==> src/rtl/nibble_serial_adder.sv <==
// Multi-cycle WIDTH-bit adder: one 4-bit carry-lookahead slice processes one
// nibble per cycle, LSB first, with valid/ready handshakes on both sides.
module nibble_serial_adder #(
  parameter int WIDTH = 16
) (
  input  logic             clk,
  input  logic             rst,
  input  logic             in_valid,
  output logic             in_ready,
  input  logic [WIDTH-1:0] a,
  input  logic [WIDTH-1:0] b,
  input  logic             cin,
  output logic             out_valid,
  input  logic             out_ready,
  output logic [WIDTH-1:0] sum,
  output logic             cout,
  output logic             ovf,
  output logic             busy,
  output logic [1:0]       fsm_state
);

  localparam int NIB = WIDTH / 4;
  localparam int IW  = (NIB > 1) ? $clog2(NIB) : 1;

  generate
    if (WIDTH < 4 || (WIDTH % 4) != 0) begin : g_bad_width
      $error("nibble_serial_adder: WIDTH must be a multiple of 4 and >= 4");
    end
  endgenerate

  // Handshakes: a transfer happens on the rising edge where valid && ready.
  // in_ready is high only in IDLE, out_valid only in DONE, so they never overlap.
  typedef enum logic [1:0] {
    IDLE = 2'd0,
    RUN  = 2'd1,
    DONE = 2'd2
  } state_t;

  state_t state, state_next;

  logic [WIDTH-1:0] a_r, b_r, sum_r, sum_next, nib_mask;
  logic             carry, cout_r, ovf_r, last;
  logic [IW-1:0]    idx;
  logic [3:0]       an, bn, g, p, s;
  logic [4:0]       c;

  always_ff @(posedge clk) begin
    if (rst) state <= IDLE;
    else     state <= state_next;
  end

  always_comb begin
    state_next = state;
    case (state)
      IDLE:    if (in_valid) state_next = RUN;
      RUN:     if (last) state_next = DONE;
      DONE:    if (out_ready) state_next = IDLE;
      default: state_next = IDLE;
    endcase
  end

  always_comb begin
    in_ready  = (state == IDLE);
    out_valid = (state == DONE);
    busy      = (state != IDLE);
    fsm_state = state;
  end

  // Carry-lookahead slice on the nibble selected by idx.
  always_comb begin
    an   = 4'(a_r >> {idx, 2'b00});
    bn   = 4'(b_r >> {idx, 2'b00});
    g    = an & bn;
    p    = an ^ bn;
    c[0] = carry;
    c[1] = g[0] | (p[0] & c[0]);
    c[2] = g[1] | (p[1] & g[0]) | (p[1] & p[0] & c[0]);
    c[3] = g[2] | (p[2] & g[1]) | (p[2] & p[1] & g[0]) | (p[2] & p[1] & p[0] & c[0]);
    c[4] = g[3] | (p[3] & g[2]) | (p[3] & p[2] & g[1]) | (p[3] & p[2] & p[1] & g[0])
         | (p[3] & p[2] & p[1] & p[0] & c[0]);
    s        = p ^ c[3:0];
    nib_mask = WIDTH'(4'hF) << {idx, 2'b00};
    sum_next = (sum_r & ~nib_mask) | (WIDTH'(s) << {idx, 2'b00});
    last     = (idx == IW'(NIB - 1));
  end

  always_ff @(posedge clk) begin
    if (rst) begin
      a_r    <= '0;
      b_r    <= '0;
      sum_r  <= '0;
      carry  <= 1'b0;
      cout_r <= 1'b0;
      ovf_r  <= 1'b0;
      idx    <= '0;
    end else begin
      case (state)
        IDLE: if (in_valid) begin
          a_r   <= a;
          b_r   <= b;
          carry <= cin;
          idx   <= '0;
        end
        RUN: begin
          sum_r <= sum_next;
          carry <= c[4];
          if (last) begin
            cout_r <= c[4];
            // s[3] is the final sum MSB on the last nibble
            ovf_r  <= (a_r[WIDTH-1] == b_r[WIDTH-1]) && (s[3] != a_r[WIDTH-1]);
          end else begin
            idx <= idx + IW'(1);
          end
        end
        default: ;
      endcase
    end
  end

  assign sum  = sum_r;
  assign cout = cout_r;
  assign ovf  = ovf_r;

endmodule

==> config.mk <==
export PLATFORM = sky130hd
export DESIGN_NAME = nibble_serial_adder
export DESIGN_NICKNAME = d
export VERILOG_FILES = /design/src/rtl/nibble_serial_adder.sv
export SDC_FILE = /design/constraint.sdc
export NUM_CORES = 1
export LEC_CHECK = 0
export ABC_AREA = 1
export CAP_MARGIN = 20
export CORE_MARGIN = 1.5
export CORE_UTILIZATION = 49
export DETAILED_ROUTE_END_ITERATION = 12
export MAX_ROUTING_LAYER = met4
export PLACE_DENSITY_LB_ADDON = 0.15
export SETUP_SLACK_MARGIN = 0.3
export SYNTH_ARGS = -nofsm -noshare
export SYNTH_HDL_FRONTEND = slang
export SYNTH_SLANG_ARGS = --single-unit
==> constraint.sdc <==
create_clock -name clk -period 2.5 [get_ports clk]
set_input_delay 0.5 -clock clk [delete_from_list [all_inputs] [get_ports clk]]
set_output_delay 0.5 -clock clk [all_outputs]
set_load 0.01 [all_outputs]
==> results of run 1 <==
[repair_timing]
action                                  in CTS  in global routing
pin swaps                                    0                  3
hold buffers                                 0                  0
setup buffers                                0                  1
resized for setup                            1                  9
endpoints found under the setup margin       3                 10
[power breakdown]
group,internal (mW),switching [mW]
combinational,0.215,0.274
sequential,0.936,0.0404
clock,0.294,0.274
total,1.44,0.588
[Yosys cell counts, drive strengths merged]
library cell / count / area [um^2]
ha: 9 / 113
inv: 18 / 72.6
fa: 1 / 20.0
o21ai: 51 / 255
a21oi: 20 / 104
clkbuf: 7 / 26.3
o22ai: 8 / 50.1
nand3b: 1 / 7.51
nand3: 6 / 30.0
nand2: 46 / 206
dfxtp: 55 / 1100
a22oi: 1 / 7.51
xnor2: 1 / 8.76
nor2: 95 / 384
nand4: 8 / 50.1
o21a: 2 / 15.0
buf: 9 / 62.6
[final cells by class]
class	count	area, um^2	share of cell area
Multi-Input combinational cell	249	1260	0.387
Sequential cell	55	1100	0.338
Timing Repair Buffer	64	639	0.196
Tap cell	67	83.8	0.0257
Clock buffer	6	72.6	0.0222
Inverter	18	72.6	0.0222
Clock inverter	1	30.0	0.00919
[kinds of logic (layout without fill, tap and decap cells)]
kind of cell / after synthesis / after routing / share of synthesized area
flip-flops: 55 / 55 / 0.438
XOR/XNOR: 1 / 1 / 0.00348
adder cells (fa/ha/maj): 10 / 10 / 0.0528
AO/OA/AOI/OAI: 82 / 82 / 0.172
AND/OR/NAND/NOR: 156 / 156 / 0.270
buffers and inverters: 34 / 89 / 0.0642
[sequential cells by signal (all words and copies together), names as in the netlist]
name       cells
ovf            1
fsm_state      2
a_r           16
b_r           16
cout           1
carry          1
idx            2
sum           16
[routing by layer]
layer  share of wire  up-vias  global-route usage
met5               0        -                   -
met4           0.021        0              0.0929
met3           0.051       12              0.0348
met2            0.47       81               0.387
met1            0.45     1096               0.280
li1                -     1220                   -
[through the flow]
stage	std cells	total power [mW]	util	cell area (um^2)	hold slack, ps
5_1_grt	460	2.14	0.678	3270	487
3_5_place_dp	452	1.46	0.650	3130	454
4_1_cts	459	2.03	0.671	3230	468
3_3_place_gp	452	1.45	0.650	3130	450
6_report	460	2.03	0.678	3270	466
2_1_floorplan	338	1.30	-	2510	449
[tightest hold or removal path, stage by stage (launching register included)]
cell and delay, ps:
dfxtp_1 320, nand2_1 60, a21oi_1 50
[final timing paths]
check        endpoint  slack [ps]
max             carry         430
min reg2reg   sum[15]         470
min           sum[15]         470
max reg2reg     carry         430
==> impl_metrics.yaml, run 1 <==
timing:
  fin_ws_ps: 434
  worst_slew_pin_slew_ps: 831
  finalSetupTns_ps: 0
  relSlewSlack: 0.445
  grt_setup_unrepaired: "true"
  timing.fmax_ghz: 0.484
  slew_viol_final: 0
  setup_viol: 0
  min_period_ps: 2070
  hold_violations: 0
  finalCritPeriodShare: 0.826
  fin_skew_ps: 5.63
layout:
  nFillCells: 450
  final_common_cell: "nor2_1"
  mostFrequentLayoutCells: "nor2_1 (90), clkdlybuf4s50_1 (59), dfxtp_1 (54)"
  drive_gt1_frac: 0.0738
  num_antenna_cells: 0
  area_delta_synth_final_pct: 30.0
  fin_nets: 440
clock_tree:
  clock-sinks: 55
  cts_buffers: 5
  cts_root_buf: "clkbuf_8"
  htreeDepth: 2
  clock_latency_ps: 310
  clock_path_buffers: 2
  cts_tree: "yes"
  clkTransAtPathRegs_ps: 90
die:
  num_rows: 25
  initial_utilization: 0.522
  die_w_um: 74.6
  pin_count: 60
  die_height_um: 74.6
  core_um2: 4820
  design.die.area_um2: 5570
place:
  hpwl_mm: 4.16
  dp_worst_setup_slack_ps: 291
  place.gp.congestion: 0.897
  port_buffers: 59
route:
  vias: 2409
  drtIter0Drc: 194
  ant_nets: 0
  avgRoutedWirePerCell_um: 12.3
  drtPass1Iterations: 4
  viasPerCell: 5.24
  remaining_drc_errors: 0
  routed_wl_mm: 5.68
min_path:
  worstHoldPathType: "reg2reg"
  whs_path_depth: 2
  min_from: "sum[15]"
setup_path:
  worst_path_largest_cell_delay_ps: 330
  endpoint_kind: "flop"
  critical_path_depth: 13
  reg2reg_from: "idx[0]"
  cp_num_buf_inv: 2
  critPathRequiredTime_ps: 2710
  crit_family: "simple AND/OR/NAND/NOR gates"
  cp_slowest_cell: "dfxtp_1"
  cp_max_fo: 21
  critPathLaunchType: "flop"
  path_class: "reg2reg"
  critPathLaunch: "idx[0]"
  crit_arrival_ps: 2280
  reg2regPathDepth: 13
  cpMostUsedCell: "nand2_1"
  path_cells: "inv_1, buf_8, nor2_1, o22ai_2, ha_1, nand2_1, nand2_1, nand2_1, nand2_1, nand2_2, nand2_1, o21ai_0, nor2_1"
pwr:
  ir_worst_vdd_v: 0.000358
  power.leakage_nw: 1.32
  power_density_nw_per_um2: 622
yosys:
  avgSynthCellArea_um2: 7.44
  yosys_warnings: 0
  syn_nets: 385
  ys_ff_latch: 55
  ys_seq_area_frac: 0.438
  synthCells: 338
  synth_area_um2: 2510
  synth_cell_types: 28
global_route:
  grt_max_degree: 37
  gr-total-overflow: 0
  antenna_found_initial: 0
  grt_pass1_wl_mm: 9.61
  grt_pass1_vias: 2204
  grt_usage: 0.231
run:
  maxCapViolations: 0
outcome:
  status: "completed"
Note: power is estimated with default switching activity, not from simulation.
==> inputs of run 2 (changes only) <==
==> constraint.sdc (replaced) <==
create_clock -name clk -period 2 [get_ports clk]
set_input_delay 0.4 -clock clk [delete_from_list [all_inputs] [get_ports clk]]
set_output_delay 0.4 -clock clk [all_outputs]
set_load 0.01 [all_outputs]
==> impl_metrics.yaml, run 2 (synthesized netlist as in run 1, its figures left out) <==
outcome:
  status: "completed"
clock_tree:
  cts_root_buf: "clkbuf_8"
  clkTransAtPathRegs_ps: 90
  clock-sinks: 55
  clock_path_buffers: 2
  htreeDepth: 2
  clock_latency_ps: 300
  cts_buffers: 5
  cts_tree: "yes"
global_route:
  antenna_found_initial: 0
  grt_usage: 0.238
  grt_pass1_vias: 2168
  grt_max_degree: 35
  grt_pass1_wl_mm: 9.99
  gr-total-overflow: 0
timing:
  hold_ws_ps: 463
  worst_slew_pin_slew_ps: 534
  timing.fmax_ghz: 0.509
  finalSetupTns_ps: 0
  relSlewSlack: 0.644
  hold_violations: 0
  setup_viol: 0
  min_period_ps: 1960
  grt_setup_unrepaired: "true"
  finalCritPeriodShare: 0.982
  slew_viol_final: 0
  fin_skew_ps: 6.39
run:
  maxCapViolations: 0
route:
  vias: 2395
  remaining_drc_errors: 0
  drtIter0Drc: 137
  drtPass1Iterations: 4
  ant_nets: 0
  viasPerCell: 5.07
  routed_wl_mm: 6.16
  avgRoutedWirePerCell_um: 13.0
setup_path:
  crit_arrival_ps: 2200
  endpoint_kind: "flop"
  critPathRequiredTime_ps: 2240
  path_class: "reg2reg"
  cp_max_fo: 7
  critPathLaunchType: "flop"
pwr:
  seqPwrFrac: 0.471
  comb_power_share: 0.277
  p_sw_uw: 795
  ir_worst_vdd_v: 0.000563
  p_total_mw: 2.62
  power_density_nw_per_um2: 757
  power.leakage_nw: 1.43
  switching_share: 0.304
  p_clk_frac: 0.252
  p_int_mw: 1.82
layout:
  nFillCells: 409
  regArea_um2: 1110
  multi_input_area_um2: 1350
  drive_gt1_frac: 0.163
  area_delta_synth_final_pct: 37.5
  final_common_cell: "nor2_1"
  num_antenna_cells: 0
  fin_nets: 451
  final_util: 0.718
  mostFrequentLayoutCells: "nor2_1 (85), clkdlybuf4s50_1 (56), dfxtp_1 (51)"
place:
  hpwl_mm: 4.24
  port_buffers: 59
  place.gp.congestion: 0.821
die:
  design.die.area_um2: 5570
  num_rows: 25
  die_w_um: 74.6
  initial_utilization: 0.522
  die_height_um: 74.6
  core_um2: 4820
  pin_count: 60
min_path:
  worstHoldPathType: "reg2reg"
run 2: cell count changes in the layout (fill, tap and decap cells not counted), moves of 5 or more:
cell and delta:
o21ai_0 -8, nor2_1 -5, nor2_2 +5, buf_4 +11
run 2: per-stage QoR:
stage | std cells | setup WS (ps) | cell area [um^2]
floorplan | 338 | 228 | 2590
global placement | 454 | 115 | 3210
detailed placement | 454 | 44.0 | 3210
CTS | 470 | 139 | 3410
global route | 472 | -52.1 | 3460
finish | 472 | 36.5 | 3460
run 2: area by class of cell:
type | count | share of cell area
flip-flops and latches | 55 | 0.321
multi-input cells | 249 | 0.391
well taps | 67 | 0.0242
inverters | 18 | 0.0232
clock inverters | 1 | 0.00217
repair buffers | 75 | 0.210
clock buffers | 7 | 0.0279
run 2: metal layers:
layer  track usage  wire (um)
met1         0.309       2720
met4        0.0444        112
met5             -          0
met3        0.0455        338
met2         0.393       2980
run 2: worst paths after layout:
kind                               from      end  slack, ps  depth (start not counted)
worst max-delay path             idx[0]  sum[13]         40                          9
worst min-delay path            sum[15]  sum[15]        460                          2
worst max register to register   idx[0]  sum[13]         40                          9
worst min register to register  sum[15]  sum[15]        460                          2
run 2: critical path, stage by stage (launching register included):
cell	delay (ps)
dfxtp_4	390
buf_4	180
nor2_1	140
o22ai_2	110
buf_4	150
fa_2	370
xnor2_2	160
nor2_1	180
nand2_1	80
a21oi_1	130
run 2: timing repair:
item                                    CTS  global route
hold buffers                              0             0
setup buffers                             8             2
pin swaps                                14             5
endpoints found under the setup margin   23            24
resized for setup                        22             8
run 2: power groups by stage:
stage	logic, mW	clock network (mW)	registers (mW)
after floorplan	0.420	0	1.24
after global placement	0.587	0	1.26
after detailed placement	0.602	0	1.26
after CTS	0.663	0.669	1.23
after global routing	0.801	0.707	1.24
final	0.725	0.659	1.23
==> inputs of run 3 (changes only) <==
--- a/config.mk
+++ b/config.mk
@@ -10,8 +10,7 @@
 export CORE_MARGIN = 1.5
 export CORE_UTILIZATION = 49
 export DETAILED_ROUTE_END_ITERATION = 12
-export MAX_ROUTING_LAYER = met4
-export PLACE_DENSITY_LB_ADDON = 0.15
+export PLACE_DENSITY = 0.88
 export SETUP_SLACK_MARGIN = 0.3
 export SYNTH_ARGS = -nofsm -noshare
 export SYNTH_HDL_FRONTEND = slang
==> impl_metrics.yaml, run 3 (synthesized netlist as in run 1, its figures left out) <==
global_route:
  grt_max_degree: 37
  grt_usage: 0.240
  grt_use_met1: 0.277
  grt_pass1_wl_mm: 10.1
  grt.busiest_layer: "met2"
  antenna_found_initial: 0
  use_met3: 0.0469
  grt_pass1_vias: 2253
  grtUsageMet2: 0.438
  gr-total-overflow: 0
layout:
  mostFrequentLayoutCells: "nor2_1 (86), clkdlybuf4s50_1 (56), dfxtp_1 (51)"
  nFillCells: 347
  fin_nets: 451
  num_antenna_cells: 0
  design_area_um2: 3560
  area_delta_synth_final_pct: 41.8
  drive_gt1_frac: 0.193
  final_util: 0.740
  final_common_cell: "nor2_1"
min_path:
  worstHoldPathType: "reg2reg"
  min_from: "sum[14]"
  min_to: "sum[14]"
  whs_path_depth: 2
timing:
  min_period_ps: 2050
  grt_setup_unrepaired: "true"
  hold_violations: 0
  relSlewSlack: 0.675
  fin_ws_ps: -52.5
  fin_skew_ps: 6.32
  finalSetupTns_ps: -135
  slew_viol_final: 0
  setup_viol: 5
  hold_ws_ps: 468
  finalCritPeriodShare: 1.03
  worst_slew_pin_slew_ps: 486
  timing.fmax_ghz: 0.487
route:
  drtIter0Drc: 275
  avgRoutedWirePerCell_um: 14.8
  ant_nets: 0
  vias: 2543
  drtPass1Iterations: 5
  viasPerCell: 5.39
  routed_wl_mm: 6.98
  remaining_drc_errors: 0
die:
  design.die.area_um2: 5570
  initial_utilization: 0.522
  pin_count: 60
  core_um2: 4820
  num_rows: 25
  die_w_um: 74.6
  die_height_um: 74.6
clock_tree:
  clock_path_buffers: 2
  holdBufCountCts: 0
  clock_latency_ps: 310
  cts_root_buf: "clkbuf_8"
  cts_tree: "yes"
  htreeDepth: 2
  cts_buffers: 5
  clkTransAtPathRegs_ps: 90
  clock-sinks: 55
pwr:
  switching_share: 0.310
  power_density_nw_per_um2: 786
  p_sw_uw: 868
  p_int_mw: 1.93
  power.leakage_nw: 1.43
  p_clk_frac: 0.272
  p_total_mw: 2.80
  ir_worst_vdd_v: 0.000589
  comb_power_share: 0.286
  seqPwrFrac: 0.442
place:
  hpwl_mm: 4.21
  place_area_um2: 3190
  place.gp.congestion: 0.897
  port_buffers: 59
setup_path:
  reg2reg_slack_ps: -50
  path_class: "reg2reg"
  cp_slowest_cell: "dfxtp_4"
  path_cells: "buf_6, buf_6, o21ai_0, o22ai_1, ha_1, inv_1, nand3_2, nand4_1, a21oi_2"
  worst_path_largest_cell_delay_ps: 400
  r2r-end: "sum[11]"
  cp_max_fo: 6
  reg2reg_from: "idx[0]"
  cpMostUsedCell: "buf_6"
  endpoint_kind: "flop"
  crit_arrival_ps: 2260
  reg2regPathDepth: 9
  critPathRequiredTime_ps: 2210
  critPathLaunchType: "flop"
outcome:
  failed_checks: "setup timing"
  status: "complete, but fails checks"
run:
  maxCapViolations: 0
## run 3: critical path, delay by kind of cell, from the launching register on
kind                       cells  cell delay (ps)
AOI/OAI and AO/OA              3              480
adders and majority gates      1              390
buffers and inverters          3              370
DFF                            1              400
and+or+nand+nor                2              310
## run 3: repair_timing
action / in CTS / in global routing
setup endpoints to repair: 24 / 29
resized for setup: 27 / 28
pin swaps: 12 / 18
setup buffers: 5 / 5
gates cloned: 1 / 0
## run 3: power groups by stage
stage | clock (mW) | combinational [mW] | sequential (mW)
floorplan | 0 | 0.420 | 1.24
global placement | 0 | 0.583 | 1.25
detailed placement | 0 | 0.597 | 1.26
CTS | 0.762 | 0.664 | 1.23
global route | 0.790 | 0.866 | 1.24
finish | 0.763 | 0.802 | 1.24
## run 3: worst max path at each step
stage,from,end,slack (ps),depth (start not counted)
final,idx[0],sum[11],-50,9
after floorplan,idx[0],carry,230,11
after global placement,idx[0],carry,100,12
after CTS,idx[0],carry,130,10
after detailed placement,idx[1],carry,30,10
after global routing,idx[0],ovf,-140,11
## run 3: metrics by stage
step	setup slack (ps)	instances
5_1_grt	-138	472
3_3_place_gp	101	453
4_1_cts	125	467
2_1_floorplan	228	338
6_report	-52.5	472
3_5_place_dp	26.2	453
## run 3: area by class of cell
cell class / instances / area [um^2] / share of cell area
Tap cell: 67 / 83.8 / 0.0235
Multi-Input combinational cell: 249 / 1440 / 0.404
Clock buffer: 6 / 82.6 / 0.0232
Inverter: 18 / 86.3 / 0.0242
Sequential cell: 55 / 1110 / 0.313
Timing Repair Buffer: 74 / 714 / 0.200
Timing Repair inverter: 1 / 6.26 / 0.00176
Clock inverter: 2 / 35.0 / 0.00983
## run 3: layer usage
layer / wire length [um] / vias to the layer above / share of wire
met4: 184 / 0 / 0.026
met3: 419 / 21 / 0.060
li1: - / 1244 / -
met2: 3490 / 123 / 0.50
met5: 0 / - / 0
met1: 2890 / 1155 / 0.41
